$ cat config.mk
export PLATFORM = sky130hd
export DESIGN_NAME = matrix_result_drain_flat
export DESIGN_NICKNAME = d
export VERILOG_FILES = /design/src/rtl/matrix_pkg.sv /design/src/rtl/matrix_result_drain_if.sv /design/src/rtl/matrix_sat.sv /design/src/rtl/matrix_result_drain.sv /design/src/flat_wrapper.sv
export SDC_FILE = /design/constraint.sdc
export NUM_CORES = 1
export LEC_CHECK = 0
export BUFFER_PORTS_ARGS = -buffer_cell sky130_fd_sc_hd__clkbuf_2
export CAP_MARGIN = 25
export CORE_ASPECT_RATIO = 1.2
export CORE_UTILIZATION = 50
export CTS_BUF_LIST = sky130_fd_sc_hd__clkbuf_4 sky130_fd_sc_hd__clkbuf_8
export DETAILED_ROUTE_END_ITERATION = 16
export MAX_ROUTING_LAYER = met4
export PLACE_DENSITY_LB_ADDON = 0.15
export SLEW_MARGIN = 25
export SYNTH_ARGS = -nofsm -noshare
export SYNTH_HDL_FRONTEND = slang
export SYNTH_HIERARCHICAL = 1
export SYNTH_SLANG_ARGS = --single-unit
$ cat constraint.sdc
create_clock -name clock -period 2.4 [get_ports clock]
set_input_delay 0.24 -clock clock [delete_from_list [all_inputs] [get_ports clock]]
set_output_delay 0.24 -clock clock [all_outputs]
set_load 0.1 [all_outputs]
$ cat src/rtl/matrix_pkg.sv
// matrix_pkg: shared widths, flat-index helper, saturation helper and drain FSM states
package matrix_pkg;

    localparam int DATA_WIDTH        = 8;
    localparam int OUTPUT_DATA_WIDTH = 2 * DATA_WIDTH;

    typedef enum logic {IDLE, STREAM} state_e;

    function automatic int idx(input int r, input int c, input int cols);
        return r * cols + c;
    endfunction

    // Clamp v to w bits; widths of 64 or more pass through unchanged.
    function automatic logic [63:0] sat_unsigned(input logic [63:0] v, input int w);
        if (w >= 64) return v;
        return (v >> w) != 64'd0 ? (64'd1 << w) - 64'd1 : v;
    endfunction

endpackage

$ cat src/rtl/matrix_result_drain_if.sv
// matrix_result_drain_if: valid/ready result stream with row/column and end markers
interface matrix_result_drain_if #(
    parameter int OUT_WIDTH = 16,
    parameter int ROW_W     = 2,
    parameter int COL_W     = 2
);
    logic [OUT_WIDTH-1:0] out_data;
    logic                 out_valid;
    logic                 out_ready;
    logic [ROW_W-1:0]     out_row;
    logic [COL_W-1:0]     out_col;
    logic                 out_last_col;
    logic                 out_last;

    modport master (
        output out_data, out_valid, out_row, out_col, out_last_col, out_last,
        input  out_ready
    );

    modport slave (
        input  out_data, out_valid, out_row, out_col, out_last_col, out_last,
        output out_ready
    );
endinterface

$ cat src/rtl/matrix_sat.sv
// matrix_sat: combinational unsigned saturator narrowing IN_W to OUT_W bits
module matrix_sat #(
    parameter int IN_W  = 16,
    parameter int OUT_W = 16
) (
    input  logic [IN_W-1:0]  in_i,
    output logic [OUT_W-1:0] out_o
);
    generate
        if (OUT_W == IN_W) begin : g_pass
            assign out_o = in_i;
        end else begin : g_sat
            assign out_o = |in_i[IN_W-1:OUT_W] ? '1 : in_i[OUT_W-1:0];
        end
    endgenerate
endmodule

$ cat src/rtl/matrix_result_drain.sv
// matrix_result_drain: snapshots the multiplier result on res_done and streams it
// row-major, one element per accepted beat, with optional unsigned saturation.
module matrix_result_drain
    import matrix_pkg::*;
#(
    parameter int ROWS         = 3,
    parameter int COLS         = 3,
    parameter int RESULT_WIDTH = OUTPUT_DATA_WIDTH,
    parameter int OUT_WIDTH    = OUTPUT_DATA_WIDTH
) (
    input  logic                              clock,
    input  logic                              reset,
    input  logic [ROWS*COLS*RESULT_WIDTH-1:0] res_flat,
    input  logic                              res_done,
    matrix_result_drain_if.master             out,
    output logic                              busy,
    output logic                              overrun
);
    localparam int ROW_W = ROWS > 1 ? $clog2(ROWS) : 1;
    localparam int COL_W = COLS > 1 ? $clog2(COLS) : 1;

    state_e                            state_q, state_d;
    logic [ROW_W-1:0]                  row_q, row_d;
    logic [COL_W-1:0]                  col_q, col_d;
    logic [ROWS*COLS*RESULT_WIDTH-1:0] snap_q, snap_d;
    logic                              overrun_q, overrun_d;
    logic [RESULT_WIDTH-1:0]           elem;
    logic [OUT_WIDTH-1:0]              elem_sat;
    logic                              valid, accept, at_last_col, at_last;

    assign valid       = state_q == STREAM;
    assign accept      = valid && out.out_ready;
    assign at_last_col = col_q == COL_W'(COLS - 1);
    assign at_last     = at_last_col && row_q == ROW_W'(ROWS - 1);

    always_comb begin
        elem = '0;
        for (int r = 0; r < ROWS; r++)
            for (int c = 0; c < COLS; c++)
                if (row_q == ROW_W'(r) && col_q == COL_W'(c))
                    elem = snap_q[idx(r, c, COLS)*RESULT_WIDTH +: RESULT_WIDTH];
    end

    matrix_sat #(.IN_W(RESULT_WIDTH), .OUT_W(OUT_WIDTH)) u_sat (
        .in_i  (elem),
        .out_o (elem_sat)
    );

    // Indices return to (0,0) at frame end so the idle mux never points past the snapshot.
    always_comb begin
        state_d   = state_q;
        row_d     = row_q;
        col_d     = col_q;
        snap_d    = snap_q;
        overrun_d = overrun_q;
        if (state_q == IDLE) begin
            if (res_done) begin
                state_d = STREAM;
                snap_d  = res_flat;
                row_d   = '0;
                col_d   = '0;
            end
        end else if (accept && at_last) begin
            row_d = '0;
            col_d = '0;
            if (res_done) snap_d = res_flat;
            else state_d = IDLE;
        end else begin
            if (accept) begin
                col_d = at_last_col ? '0 : col_q + 1'b1;
                row_d = at_last_col ? row_q + 1'b1 : row_q;
            end
            if (res_done) overrun_d = 1'b1;
        end
    end

    always_ff @(posedge clock or negedge reset) begin
        if (!reset) begin
            state_q   <= IDLE;
            row_q     <= '0;
            col_q     <= '0;
            snap_q    <= '0;
            overrun_q <= 1'b0;
        end else begin
            state_q   <= state_d;
            row_q     <= row_d;
            col_q     <= col_d;
            snap_q    <= snap_d;
            overrun_q <= overrun_d;
        end
    end

    assign out.out_valid    = valid;
    assign out.out_data     = valid ? elem_sat : '0;
    assign out.out_row      = row_q;
    assign out.out_col      = col_q;
    assign out.out_last_col = valid && at_last_col;
    assign out.out_last     = valid && at_last;
    assign busy             = valid;
    assign overrun          = overrun_q;
endmodule

$ cat src/flat_wrapper.sv
// flat-port wrapper written by rule: the top's interface ports become plain ports
module matrix_result_drain_flat import matrix_pkg::*;
#(
    parameter int ROWS         = 3,
    parameter int COLS         = 3,
    parameter int RESULT_WIDTH = OUTPUT_DATA_WIDTH,
    parameter int OUT_WIDTH    = OUTPUT_DATA_WIDTH
)
  (clock, reset, res_flat, res_done, busy, overrun, out_out_data, out_out_valid, out_out_row, out_out_col, out_out_last_col, out_out_last, out_out_ready);
  matrix_result_drain_if #(.OUT_WIDTH(OUT_WIDTH)) out_i ();
  input  logic clock;
  input  logic reset;
  input  logic [ROWS*COLS*RESULT_WIDTH-1:0] res_flat;
  input  logic res_done;
  output logic busy;
  output logic overrun;
  output wire logic [$bits(out_i.out_data)-1:0] out_out_data;
  output wire logic [$bits(out_i.out_valid)-1:0] out_out_valid;
  output wire logic [$bits(out_i.out_row)-1:0] out_out_row;
  output wire logic [$bits(out_i.out_col)-1:0] out_out_col;
  output wire logic [$bits(out_i.out_last_col)-1:0] out_out_last_col;
  output wire logic [$bits(out_i.out_last)-1:0] out_out_last;
  input wire logic [$bits(out_i.out_ready)-1:0] out_out_ready;
  assign out_out_data = out_i.out_data;
  assign out_out_valid = out_i.out_valid;
  assign out_out_row = out_i.out_row;
  assign out_out_col = out_i.out_col;
  assign out_out_last_col = out_i.out_last_col;
  assign out_out_last = out_i.out_last;
  assign out_i.out_ready = out_out_ready;
  matrix_result_drain #(.ROWS(ROWS), .COLS(COLS), .RESULT_WIDTH(RESULT_WIDTH), .OUT_WIDTH(OUT_WIDTH)) u_core (.clock(clock), .reset(reset), .res_flat(res_flat), .res_done(res_done), .out(out_i), .busy(busy), .overrun(overrun));
endmodule
==> reports/summary.txt <==
core area: 15100 µm²
Synth warnings: 6
TritonRoute pass-1 iters: 5
Final nets: 1052
All-Layer GR Usage: 31.3%
crit end category: primary output
fmax: 364 MHz
drt drc: 0
status: complete, but fails checks
ys async rst share: 100%
Vias: 6403
Worst Slack Setup Final: -351 ps
TritonCTS clock tree: done
DRT iter0 DRCs: 362
Hold Fails Final Rpt: 0
Clk Latency, worst-skew pair: 460 ps
grt total ovfl: 0
# Max-Cap Violations: 0
crit path time final: 2750 ps
Ports: 173
worst min path class: in -> reg
largest net degree at the start of global routing: 59
final worst-path cycle share: 115%
max layer used: met4
Num CTS Buffers: 17
# H-tree levels: 4
synthesized area: 7810 µm²
Synth Flop Type: dfrtp_1
Placer Congestion: 0.899
initial core utilization: 51.6%
Routed Antenna Nets: 0
global-route wire length before repair: 36.3 mm
die area: 16100 µm²
met2 routed WL: 12.1 mm
Setup CP Type: reg -> out
crit-path max FO: 9
cell type with the largest total area after synthesis: dfrtp_1
failing checks: setup timing
EDFF count, synth: 0
Fin Clk Skew: 10.4 ps
final setup vio count: 90
clock root cell: clkbuf_8
Worst Path Arrival: 2510 ps
syn avg cell area: 12.5 µm²
Cells after Synth: 626
clock transition at the registers of the reported paths: 80 ps
design area: 11400 µm²
library cells used by synthesis: 35
IO Port Bufs: 172
FP Rows: 49
Routed met1 length: 9.56 mm
Post-Syn Nets: 777
Max Root-Sink Buffers: 2
slew of the pin with the lowest slew margin: 562 ps
Slew Limit Headroom: 62.7%
top cells by area, synth: dfrtp_1, mux2_2, mux2_4, a211oi_1, and2_1
diode count: 0
DP HPWL: 15.9 mm
Worst setup SP type: flop
clk sink count: 150
final wirelength: 24.1 mm
Area Growth Syn to Fin: 46.1%
Worst EP required: 2160 ps
PD cells: 1680 nW/µm²
Place WS: 6.48 ps
Slew Viols, Final: 0
vias in the first global route: 6711
layout cells sized above 1: 56.3%
RSZ-0062 raised after global routing: true
post-synthesis sequential area ratio: 48.0%
Final Hold Slack: 26.4 ps
vias per cell: 5.73
final core utilization: 75.4%
met3 routed WL: 1.41 mm
DIE HEIGHT: 139 µm
Die Width: 116 µm
initial antenna violation count: 0
DP Area: 9310 µm²
#FFs+latches synth: 150
IR drop worst, VDD: 2.12 mV
leakage power total: 5.05 nW
share of the synthesized area in the top cell type: 48.0%
routed len/inst: 21.6 µm
==> state kept, by name, summed over array words and instances, names as in the netlist <==
| signal | count |
|---|---|
| u_core/snap_q | 144 |
| u_core/out.out_row | 2 |
| u_core/out.out_col | 2 |
| u_core/busy | 1 |
| u_core/overrun | 1 |
==> cells in the mapped netlist, drive strengths merged (2+ instances only) <==
| cell | n |
|---|---|
| a211oi | 45 |
| inv | 4 |
| mux2 | 144 |
| nor3 | 2 |
| a31oi | 2 |
| nor2 | 19 |
| nand2 | 4 |
| or2 | 2 |
| o32ai | 15 |
| dfrtp | 150 |
| ha | 3 |
| mux2i | 17 |
| clkbuf | 23 |
| a21oi | 16 |
| o21ai | 32 |
| and2 | 33 |
| buf | 49 |
| and3 | 2 |
| nand2b | 5 |
| a22o | 18 |
| a32o | 2 |
| o22ai | 31 |
| nor2b | 4 |
==> path summary, 6_finish.rpt <==
check | start | to | slack [ps] | cells past startpoint
worst max register to register | u_core/out.out_row[0] | u_core/snap_q[37] | -120 | 11
min in group asynchronous | reset | u_core/snap_q[83] | 260 | 2
worst min register to register | u_core/overrun | u_core/overrun | 500 | 1
worst max-delay path | u_core/out.out_row[0] | out_out_data[8] | -350 | 10
worst min-delay path | res_flat[37] | u_core/snap_q[37] | 30 | 2
max in group asynchronous | reset | u_core/snap_q[92] | 1410 | 3
==> final cells by class <==
type                       instances  area, µm²
multi-input combinational        401       4160
inverter                           4       23.8
sequential                       150       3770
fill                             999       3730
tap                              204        255
timing repair buffer             327       2830
clock inverter                     8       73.8
clock buffer                      23        298
==> where the power goes <==
group / internal [mW] / switching [mW]
Combinational: 5.75 / 6.69
Sequential: 3.80 / 1.04
Clock: 0.926 / 0.942
==> repair_timing <==
item,CTS,global route
hold buffers,90,4
setup endpoints to repair,16,16
pin swaps,25,41
resized for setup,36,90
hold endpoints to repair,126,4
cloned,3,2
buffers inserted,14,16
==> routing by layer <==
metal / vias up / GRT usage (%)
met5: - / -
met2: 284 / 49.4
li1: 2852 / -
met4: 0 / 14.6
met3: 74 / 5.94
met1: 3193 / 38.4
==> metrics by stage <==
| stage | total power, mW | TNS, ps | cells |
|---|---|---|---|
| after global routing | 19.9 | -15080 | 1117 |
| after CTS | 18.1 | -4760 | 1099 |
| after global placement | 15.1 | 0 | 961 |
| after floorplan | 12.3 | -169 | 626 |
| after detailed placement | 15.3 | 0 | 961 |
| final | 19.2 | -9640 | 1117 |
==> cells in the final DEF (no fill, tap or decap), drive strengths merged, types with 6 or more instances in the layout <==
master	synthesis	layout
clkbuf	23	178
dfrtp	150	150
mux2	144	144
dlygate4sd3	0	94
buf	49	78
a211oi	45	45
and2	33	33
o21ai	32	32
o22ai	31	31
nor2	19	19
a22o	18	18
mux2i	17	17
a21oi	16	16
o32ai	15	15
nand2b	5	6
==> cell families (layout without fill, tap and decap cells) <==
family / after synthesis / count (layout) / synth area share (%)
buf+inv: 76 / 362 / 6.02
fa+ha+maj: 3 / 3 / 0.480
flops: 150 / 150 / 48.0
compound gates: 163 / 163 / 14.4
mux: 161 / 161 / 25.8
simple gates: 73 / 74 / 5.27
==> critical path, cell delays in order, from the launching register on <==
cell and delay [ps]:
dfrtp_4 520, inv_4 90, ha_4 170, buf_12 130, buf_12 130, a21oi_1 70
a211oi_2 250, a211oi_2 90, a211oi_2 220, and2_4 200, buf_12 170
Note: power is estimated with default switching activity, not from simulation.
